--- src/rtl/shift_sequencer.sv ---
// shift_sequencer: two-requester round-robin controller for the 4-bit shift
// register. It accepts one command at a time, then issues `cnt` single-cycle
// shift pulses, each separated by GAP idle cycles. It ends every command with a
// one-cycle done pulse that carries the owner id and an abort flag.
module shift_sequencer #(
    parameter int CNT_W = 3,
    parameter int GAP   = 0
) (
    input  logic               clk,
    input  logic               rst,
    input  logic [1:0]         req_valid,
    input  logic [1:0]         req_dir,
    input  logic [2*CNT_W-1:0] req_cnt,
    output logic [1:0]         req_ready,
    input  logic               abort,
    output logic               shift_left,
    output logic               shift_right,
    output logic               busy,
    output logic               done,
    output logic               done_id,
    output logic               done_aborted
);

    typedef enum logic [1:0] {
        S_IDLE,
        S_SHIFT,
        S_GAP,
        S_DONE
    } state_t;

    state_t           state;
    logic             rr_ptr;
    logic             dir;
    logic             owner;
    logic             aborted;
    logic [CNT_W-1:0] remaining;
    logic [3:0]       gap_cnt;

    logic             grant_any;
    logic             grant_id;
    logic [CNT_W-1:0] grant_cnt;

    // Pick the winning requester. rr_ptr breaks ties only when both requesters are valid.
    always_comb begin
        grant_any = |req_valid;
        grant_id  = (&req_valid) ? rr_ptr : req_valid[1];
        grant_cnt = grant_id ? req_cnt[2*CNT_W-1:CNT_W] : req_cnt[CNT_W-1:0];
        req_ready = 2'b00;
        if (state == S_IDLE && !rst && grant_any) begin
            req_ready = grant_id ? 2'b10 : 2'b01;
        end
    end

    // Command sequencing: accept, pulse/gap loop, then a done cycle that hands priority to the other requester.
    always_ff @(posedge clk) begin
        if (rst) begin
            state     <= S_IDLE;
            rr_ptr    <= 1'b0;
            remaining <= '0;
            gap_cnt   <= 4'd0;
            dir       <= 1'b0;
            owner     <= 1'b0;
            aborted   <= 1'b0;
        end else begin
            unique case (state)
                S_IDLE: begin
                    if (grant_any) begin
                        dir     <= req_dir[grant_id];
                        owner   <= grant_id;
                        aborted <= 1'b0;
                        if (grant_cnt == '0) begin
                            state <= S_DONE;
                        end else begin
                            remaining <= grant_cnt;
                            state     <= S_SHIFT;
                        end
                    end
                end
                S_SHIFT: begin
                    if (abort) begin
                        aborted <= 1'b1;
                        state   <= S_DONE;
                    end else begin
                        remaining <= remaining - CNT_W'(1);
                        if (remaining == CNT_W'(1)) begin
                            state <= S_DONE;
                        end else if (GAP > 0) begin
                            gap_cnt <= 4'(GAP);
                            state   <= S_GAP;
                        end
                    end
                end
                S_GAP: begin
                    if (abort) begin
                        aborted <= 1'b1;
                        state   <= S_DONE;
                    end else begin
                        gap_cnt <= gap_cnt - 4'd1;
                        if (gap_cnt == 4'd1) begin
                            state <= S_SHIFT;
                        end
                    end
                end
                S_DONE: begin
                    rr_ptr <= ~owner;
                    state  <= S_IDLE;
                end
                default: state <= S_IDLE;
            endcase
        end
    end

    // Output decode. An abort raised during a SHIFT cycle suppresses the pulse in that same cycle.
    always_comb begin
        shift_left   = (state == S_SHIFT) && !abort && !dir;
        shift_right  = (state == S_SHIFT) && !abort && dir;
        busy         = (state != S_IDLE);
        done         = (state == S_DONE);
        done_id      = (state == S_DONE) && owner;
        done_aborted = (state == S_DONE) && aborted;
    end

endmodule
--- config.mk ---
export PLATFORM = sky130hd
export DESIGN_NAME = shift_sequencer
export DESIGN_NICKNAME = d
export VERILOG_FILES = /design/src/rtl/shift_sequencer.sv
export SDC_FILE = /design/constraint.sdc
export NUM_CORES = 1
export LEC_CHECK = 0
export ABC_AREA = 1
export CAP_MARGIN = 40
export CORE_UTILIZATION = 40
export DETAILED_ROUTE_END_ITERATION = 10
export DONT_BUFFER_PORTS = 1
export GPL_TIMING_DRIVEN = 0
export PLACE_DENSITY = 0.55
export SYNTH_ARGS = -nofsm -noshare
export SYNTH_HDL_FRONTEND = slang
export SYNTH_SLANG_ARGS = --single-unit
--- constraint.sdc ---
create_clock -name clk -period 1.6 [get_ports clk]
set_input_delay 0.32 -clock clk [delete_from_list [all_inputs] [get_ports clk]]
set_output_delay 0.32 -clock clk [all_outputs]
set_load 0.1 [all_outputs]
==> flow_summary.ini, run 1 <==
[outcome]
status = complete, but fails checks
violations = negative setup slack

[detailed_routing]
wl_per_cell_um = 10.37
viasPerCell = 4.661
route.detailed.drc = 0
route.vias.total = 783
drtIter0Drc = 17
totalWireLength_mm = 1.742
ant_nets = 0
first_pass_iters = 4

[die]
die_w_um = 48.19
die_area_mm2 = 0.002322
die_h_um = 48.19
start_util_pct = 43.06
coreArea_mm2 = 0.001982
ios = 21
rows = 16

[grt]
grt_pass1_wl_mm = 2.746
antenna_found_initial = 0
grtUsageTotal_pct = 17.07
grt_pass1_vias = 657
grt_start_max_net_pins = 11
grt-ovfl-total = 0

[synth]
synth-seq-area-share_pct = 30.50
synth_area_um2 = 853.3
yosys_warnings = 0
synth_top_cell_by_area = dfxtp_1
postSynthCellCount = 129
syn_avg_cell_area_um2 = 6.615
synthDominantCellAreaShare_pct = 30.50
ys_ff_latch = 13
synth_fp_nets = 151
synth_cell_type_count = 20
synthTopCellsByArea = dfxtp_1 30%, nand2_1 14%, ha_1 13%

[pwr]
p_int_uw = 839.6
power_density_mw_per_mm2 = 1432
power.leakage_uw = 0.0005275
peakVddDrop_mv = 0.9635
power_frac_seq_pct = 28.5
swShare_pct = 48.27
power.switching_uw = 783.6
pwr-share-clk_pct = 12.7
power.total_uw = 1623
combPwrFrac_pct = 58.8

[flow_run]
drv_cap = 0

[critical_path]
worstSetupEndpointType = output port
crit_required_ps = 1280
crit_path_end = req_ready[1]
critPathLaunch = state[0]
reg2reg_depth = 7
r2r_start = state[0]
path_max_fanout = 5
start_kind = register
rrSetupSlack_ps = -540
rr_endpoint = owner
crit_arrival_ps = 2180
path_class = reg -> out

[timing]
max_freq_mhz = 399.3
rsz0062_at_grt = yes
final-hold-violation-count = 0
relSlewSlack_pct = 57.88
worstMarginPinSlew_ps = 630.3
slew_violations = 0
finalSetupViolations = 15
worst_slack_ps = -904.5
finalCritPeriodShare_pct = 156.5
period_needed_ps = 2505
final.setup.tns_ps = -5335
hold_ws_ps = 93.90
clock_skew_ps = 12.29

[clock_tree]
clockBufferDepth = 2
cts_num_sinks = 13
path_clk_slew_ps = 90
clock-root-buffer = clkbuf_4
cts_hold_buf = 0
htreeDepth = 1
insertion_delay_ps = 280
cts_tree = built
cts_buffers = 3

[placement]
dpl.hpwl_mm = 1.308
gp_congestion = 0.7624
io_buffers = 0

[layout]
final_core_util_pct = 57.20
fin_nets = 164
layout_common_cells = 25 x nand2_1, 16 x inv_1, 11 x dfxtp_1
antennaDiodeCount = 0
final_layout_size_suffix_gt1_share_pct = 33.33
area_growth_syn_to_layout_pct = 32.84
layout_commonest_cell = nand2_1

[min_path]
min_path_type = in -> reg
## timing repair
item	4_1_cts	5_1_grt
pin swaps	9	9
endpoints found under the setup margin	15	16
buffers inserted	5	3
resized for setup	11	13
## registers in the layout, indices dropped and copies added, names as in the netlist
register   count
owner          1
dir            1
remaining      3
rr_ptr         1
aborted        1
state          2
gap_cnt        4
## power by group through the flow
stage / Combinational [µW] / Sequential, µW / Clock [µW]
detailed placement: 764 / 470 / 0
CTS: 869 / 463 / 215
global route: 1060 / 475 / 229
finish: 954 / 463 / 206
floorplan: 685 / 456 / 0
global placement: 761 / 467 / 0
## worst max-delay path, cell delays in order, from the launching register on
cell and delay (ps):
dfxtp_4 360, inv_4 50, ha_4 130, clkinvlp_4 470, nor2_4 300, nand2_4 80
nor2_4 500
## layer usage
metal	wire, µm	track usage (%)	share of wire, %	up-vias
met5	0	0	0	-
met1	879	23.04	50	331
met4	22	6.667	1.3	0
met3	93	4.074	5.3	4
li1	-	-	-	429
met2	746	26.13	43	19
## synthesized netlist by cell type
cell type	instances
inv_2	1
nor2_1	12
nand3_1	7
nand2_1	32
o211ai_1	1
inv_1	21
nand2_4	1
nor2_2	4
o21ai_0	7
nand2_2	6
ha_1	9
nor3_1	1
nand4_1	1
dfxtp_1	13
a21oi_1	8
a31oi_1	1
or2_2	1
clkbuf_1	1
a31o_2	1
o21ai_1	1
## final cells by class
| cell class | count | area [µm²] |
|---|---|---|
| fill | 191 | 848.3 |
| multi-input combinational | 93 | 625.6 |
| sequential | 13 | 267.8 |
| inverter | 22 | 101.3 |
| timing repair buffer | 8 | 75.07 |
| tap | 27 | 33.78 |
| clock buffer | 4 | 26.28 |
| buffer | 1 | 3.754 |
## metrics by stage
step,worst slack [ps],instance area [µm²],cells
detailed placement,-708.2,958.4,156
global route,-992.9,1134,168
CTS,-928.0,1064,165
finish,-904.5,1134,168
floorplan,-615.5,924.6,129
global placement,-701.1,958.4,156
## how the worst min path moves through the flow
stage | startpoint | endpoint | slack (ps) | cells after the start
3_5_place_dp | rst | gap_cnt[0] | 400 | 1
2_1_floorplan | rst | gap_cnt[0] | 390 | 1
6_report | rst | gap_cnt[0] | 90 | 1
4_1_cts | rst | gap_cnt[0] | 90 | 1
3_3_place_gp | rst | gap_cnt[0] | 390 | 1
5_1_grt | rst | gap_cnt[0] | 90 | 1
## cells by family after synthesis
| logic type | share of synthesized area [%] |
|---|---|
| buf+inv | 10.12 |
| simple gates | 34.16 |
| compound gates | 12.02 |
| flops | 30.50 |
| fa+ha+maj | 13.20 |
No activity file was read; power rests on OpenSTA's default activity.
==> inputs of run 2 (changes only) <==
CTS_BUF_LIST = sky130_fd_sc_hd__clkbuf_8   (was unset)
==> run 2 against run 1 <==
The run still ends with negative setup slack left. Final cell count fell by 0.60%. Clock power rose by 41%. Hold slack improved by 42 ps. Via count decreased by 1.4%. Wire length grew 2.5%. Cell area shrank 0.55%. Global-route usage grew 1.2 points. Sequential share of layout area increased by 0.13 points. Clock-buffer cell count is 1 lower.
==> flow_summary.ini, run 2 (same netlist as run 1, synthesis figures left out) <==
[layout]
layout_common_cells = 28 x nand2_1, 17 x inv_1, 11 x dfxtp_1
antennaDiodeCount = 0
largest_reg_flops = 4
largest-register = gap_cnt
area_growth_syn_to_layout_pct = 32.11
stdcell_count = 167
regArea_um2 = 267.8
layout_commonest_cell = nand2_1
fin_nets = 163
multiInputGateArea_um2 = 618.1
final_layout_size_suffix_gt1_share_pct = 30.71
nFillCells = 185
top_regs = gap_cnt: 4 flops, remaining: 3 flops, state: 2 flops

[timing]
finalCritPeriodShare_pct = 154.6
max_freq_mhz = 404.4
rsz0062_at_grt = yes
final-hold-violation-count = 0
worst_slack_ps = -873.0
period_needed_ps = 2473
relSlewSlack_pct = 57.73
worstMarginPinSlew_ps = 632.5
finalSetupViolations = 13
slew_violations = 0
clock_skew_ps = 0.9095

[placement]
io_buffers = 0
gp_congestion = 0.7624
dp.cells = 156
dpl.hpwl_mm = 1.308

[die]
ios = 21
die_w_um = 48.19
die_h_um = 48.19
start_util_pct = 43.06
coreArea_mm2 = 0.001982
die_area_mm2 = 0.002322
rows = 16

[critical_path]
critPathMaxStageDelay_ps = 500
rr_endpoint = owner
crit_required_ps = 1280
cp.depth = 6
crit_buf_inv = 2
r2r_start = state[1]
start_kind = register
critPathMostFrequentCell = nor2_4
crit_arrival_ps = 2150
path_cells = inv_4, ha_4, clkinvlp_4, nor2_4, nand2_4, nor2_4
critPathSlowestCell = nor2_4
reg2reg_depth = 7
worstSetupEndpointType = output port
rrSetupSlack_ps = -540
crit_path_end = req_ready[0]
path_max_fanout = 5
critPathLaunch = state[1]
cpLargestDelayFamily = simple AND/OR/NAND/NOR gates
path_class = reg -> out

[grt]
grtUsageTotal_pct = 18.29
grt_start_max_net_pins = 11
grt_pass1_vias = 689
grt_pass1_wl_mm = 2.870
antenna_found_initial = 0
grt-ovfl-total = 0

[clock_tree]
clock-root-buffer = clkbuf_8
cts_buffers = 3
cts_tree = built
cts_num_sinks = 13
clockBufferDepth = 2
path_clk_slew_ps = 50
htreeDepth = 1
cts_hold_buf = 0
insertion_delay_ps = 250

[outcome]
status = complete, but fails checks
violations = negative setup slack

[detailed_routing]
totalWireLength_mm = 1.785
wl_per_cell_um = 10.69
viasPerCell = 4.623
route.vias.total = 772
drtIter0Drc = 13
first_pass_iters = 4
ant_nets = 0
route.detailed.drc = 0

[min_path]
min_path_type = in -> reg

[pwr]
peakVddDrop_mv = 0.8069
power.total_uw = 1686
power_density_mw_per_mm2 = 1496
power.leakage_uw = 0.0005280

[flow_run]
drv_cap = 0
==> run 2: cell count changes in the layout (fill, tap and decap cells not counted), moves of 2 or more <==
cell,previous run,this run
clkbuf_8,0,3
nand2_1,25,28
clkbuf_4,3,0
nand2_2,9,6
buf_6,4,2
==> run 2: stage by stage <==
step / hold slack (ps) / setup TNS, ps / area [µm²] / worst slack [ps] / util (%)
4_1_cts: 129.2 / -4591 / 1100 / -884.8 / 55.49
3_3_place_gp: 391.4 / -3711 / 958.4 / -701.1 / 48.36
5_1_grt: 129.3 / -5891 / 1127 / -953.2 / 56.88
3_5_place_dp: 395.3 / -3900 / 958.4 / -708.2 / 48.36
6_report: 135.5 / -4674 / 1127 / -873.0 / 56.88
2_1_floorplan: 389.1 / -2667 / 924.6 / -615.5 / -
==> run 2: timing repair <==
| item | CTS | global route |
|---|---|---|
| gates cloned | 0 | 0 |
| setup buffers | 5 | 3 |
| resized for setup | 14 | 3 |
| endpoints found under the setup margin | 15 | 16 |
| pin swaps | 8 | 7 |
==> run 2: worst min path at each step <==
stage | startpoint | end | slack (ps) | cells after the start
finish | rst | gap_cnt[0] | 140 | 1
detailed placement | rst | gap_cnt[0] | 400 | 1
floorplan | rst | gap_cnt[0] | 390 | 1
global placement | rst | gap_cnt[0] | 390 | 1
global route | rst | gap_cnt[0] | 130 | 1
CTS | rst | gap_cnt[0] | 130 | 1
==> run 2: layout make-up <==
class                           count  share of cell area [%]
Multi-Input combinational cell     93                   54.83
Buffer                              1                  0.3330
Timing Repair Buffer                7                   5.327
Tap cell                           27                   2.997
Clock inverter                      1                  0.3330
Clock buffer                        3                   3.663
Sequential cell                    13                   23.75
Inverter                           22                   8.768
==> run 2: power by group <==
group	switching [µW]	leakage, µW	internal, µW
clock	121	0.0000269	170
combinational	614	0.000393	317
sequential	57.0	0.000108	408
==> run 2: layer usage <==
| metal | track usage, % | vias up | share of wire, % |
|---|---|---|---|
| li1 | - | 423 | - |
| met1 | 23.04 | 326 | 48 |
| met2 | 29.07 | 19 | 45 |
| met3 | 4.815 | 4 | 5.0 |
| met4 | 8.333 | 0 | 1.6 |
| met5 | 0 | - | 0 |
==> inputs of run 3 (changes only) <==
SKIP_CTS_REPAIR_TIMING = 1   (was unset)
SKIP_LAST_GASP = 1   (was unset)
==> run 3 against run 2 <==
The run still ends with negative setup slack left. Clock power rose by 3%. Power fell by 4.5%. Combinational power fell by 9.0%. Sequential power barely moved. Sequential cell count did not move. Utilization fell by 3.1 points. Critical path depth did not move. Via count rose by 0.26%. Wire length fell by 6.7%. Clock skew rose by 5.2 ps. Non-clock buffer count fell by 1. Register-to-register slack got worse by 30 ps. Critical endpoint unchanged. Largest cell class unchanged. Largest power group unchanged. Highest routed layer unchanged.
==> flow_summary.ini, run 3 (same netlist as run 1, synthesis figures left out) <==
[min_path]
hold-path-cell-count = 1
min_to = gap_cnt[0]
min_path_type = in -> reg
min_from = rst

[critical_path]
rrSetupSlack_ps = -570
crit_required_ps = 1280
reg2reg_depth = 7
start_kind = register
worstSetupEndpointType = output port
rr_endpoint = owner
r2r_start = state[0]
path_max_fanout = 5
path_class = reg -> out
crit_arrival_ps = 2180

[outcome]
status = complete, but fails checks
violations = negative setup slack

[detailed_routing]
totalWireLength_mm = 1.666
drtIter0Drc = 15
route.detailed.drc = 0
wl_per_cell_um = 10.04
route.vias.total = 774
viasPerCell = 4.663
first_pass_iters = 4
ant_nets = 0

[timing]
rsz0062_at_grt = yes
max_freq_mhz = 399.3
worstMarginPinSlew_ps = 630.1
finalCritPeriodShare_pct = 156.5
relSlewSlack_pct = 57.89
finalSetupViolations = 15
final-hold-violation-count = 0
slew_violations = 0
clock_skew_ps = 6.109
worst_slack_ps = -904.4
period_needed_ps = 2504

[grt]
grt-ovfl-total = 0
top_usage_layer = met2
grtUsageTotal_pct = 16.83
antenna_found_initial = 0
met2_usage_pct = 24.80
grt_start_max_net_pins = 11
grt_pass1_wl_mm = 2.649
gr-usage-met1_pct = 22.32
use_met3_pct = 4.815
grt_pass1_vias = 639

[layout]
fin_nets = 162
area_growth_syn_to_layout_pct = 24.93
fin_area_mm2 = 0.001066
largest_reg_flops = 4
layout_commonest_cell = nand2_1
top_regs = gap_cnt: 4 flops, remaining: 3 flops, state: 2 flops
layout_common_cells = 30 x nand2_1, 17 x inv_1, 11 x dfxtp_1
largest-register = gap_cnt
final_layout_size_suffix_gt1_share_pct = 27.34
antennaDiodeCount = 0

[clock_tree]
cts_tree = built
cts_num_sinks = 13
clockBufferDepth = 2
path_clk_slew_ps = 60
cts_buffers = 3
htreeDepth = 1
clock-root-buffer = clkbuf_8
insertion_delay_ps = 250

[die]
start_util_pct = 43.06
coreArea_mm2 = 0.001982
die_h_um = 48.19
ios = 21
die_w_um = 48.19
die_area_mm2 = 0.002322
rows = 16

[placement]
dpl.hpwl_mm = 1.308
io_buffers = 0
gp_congestion = 0.7624
postPlaceCellArea_um2 = 958.4
dp_slack_ps = -708.2

[pwr]
peakVddDrop_mv = 0.8405
power_density_mw_per_mm2 = 1510
power.leakage_uw = 0.0004859

[flow_run]
drv_cap = 0
## run 3: worst max-delay path: stages, from the launching register on
cell and delay [ps]:
dfxtp_4 360, inv_4 60, ha_4 130, clkinvlp_4 470, nor2_4 310, nand2_4 90
nor2_4 510
## run 3: routing by layer
| metal | vias up | part of all wire, % |
|---|---|---|
| li1 | 423 | - |
| met1 | 325 | 51 |
| met2 | 22 | 42 |
| met3 | 4 | 5.5 |
| met4 | 0 | 1.7 |
| met5 | - | 0 |
## run 3: worst max path at each step
stage,startpoint,endpoint,slack (ps),depth (start not counted)
finish,state[0],req_ready[0],-900,6
global route,state[1],req_ready[0],-980,6
CTS,state[1],req_ready[1],-980,6
detailed placement,state[1],req_ready[1],-710,6
global placement,state[1],req_ready[1],-700,6
floorplan,state[1],req_ready[1],-620,6
## run 3: area by class of cell
type,count,area [µm²]
tap,27,33.78
buffer,1,3.754
timing repair buffer,6,45.04
inverter,22,98.84
clock inverter,1,3.754
fill,196,915.9
multi-input combinational,93,571.8
clock buffer,3,41.29
sequential,13,267.8
## run 3: where the power goes
| part | internal, µW | leakage (µW) | total, µW | switching [µW] |
|---|---|---|---|---|
| Clock | 170 | 0.0000269 | 299 | 129 |
| Sequential | 408 | 0.000108 | 464 | 56.1 |
| Combinational | 278 | 0.000351 | 847 | 569 |
| Total | 856 | 0.000486 | 1610 | 755 |
## run 3: metrics by stage
| step | TNS, ps | util (%) | power [µW] | hold slack (ps) | cells |
|---|---|---|---|---|---|
| 6_report | -5417 | 53.79 | 1610 | 129.1 | 166 |
| 2_1_floorplan | -2667 | - | 1141 | 389.1 | 129 |
| 4_1_cts | -5672 | 50.63 | 1533 | 129.1 | 160 |
| 3_5_place_dp | -3900 | 48.36 | 1233 | 395.3 | 156 |
| 5_1_grt | -6723 | 53.79 | 1749 | 127.4 | 166 |
| 3_3_place_gp | -3711 | 48.36 | 1228 | 391.4 | 156 |
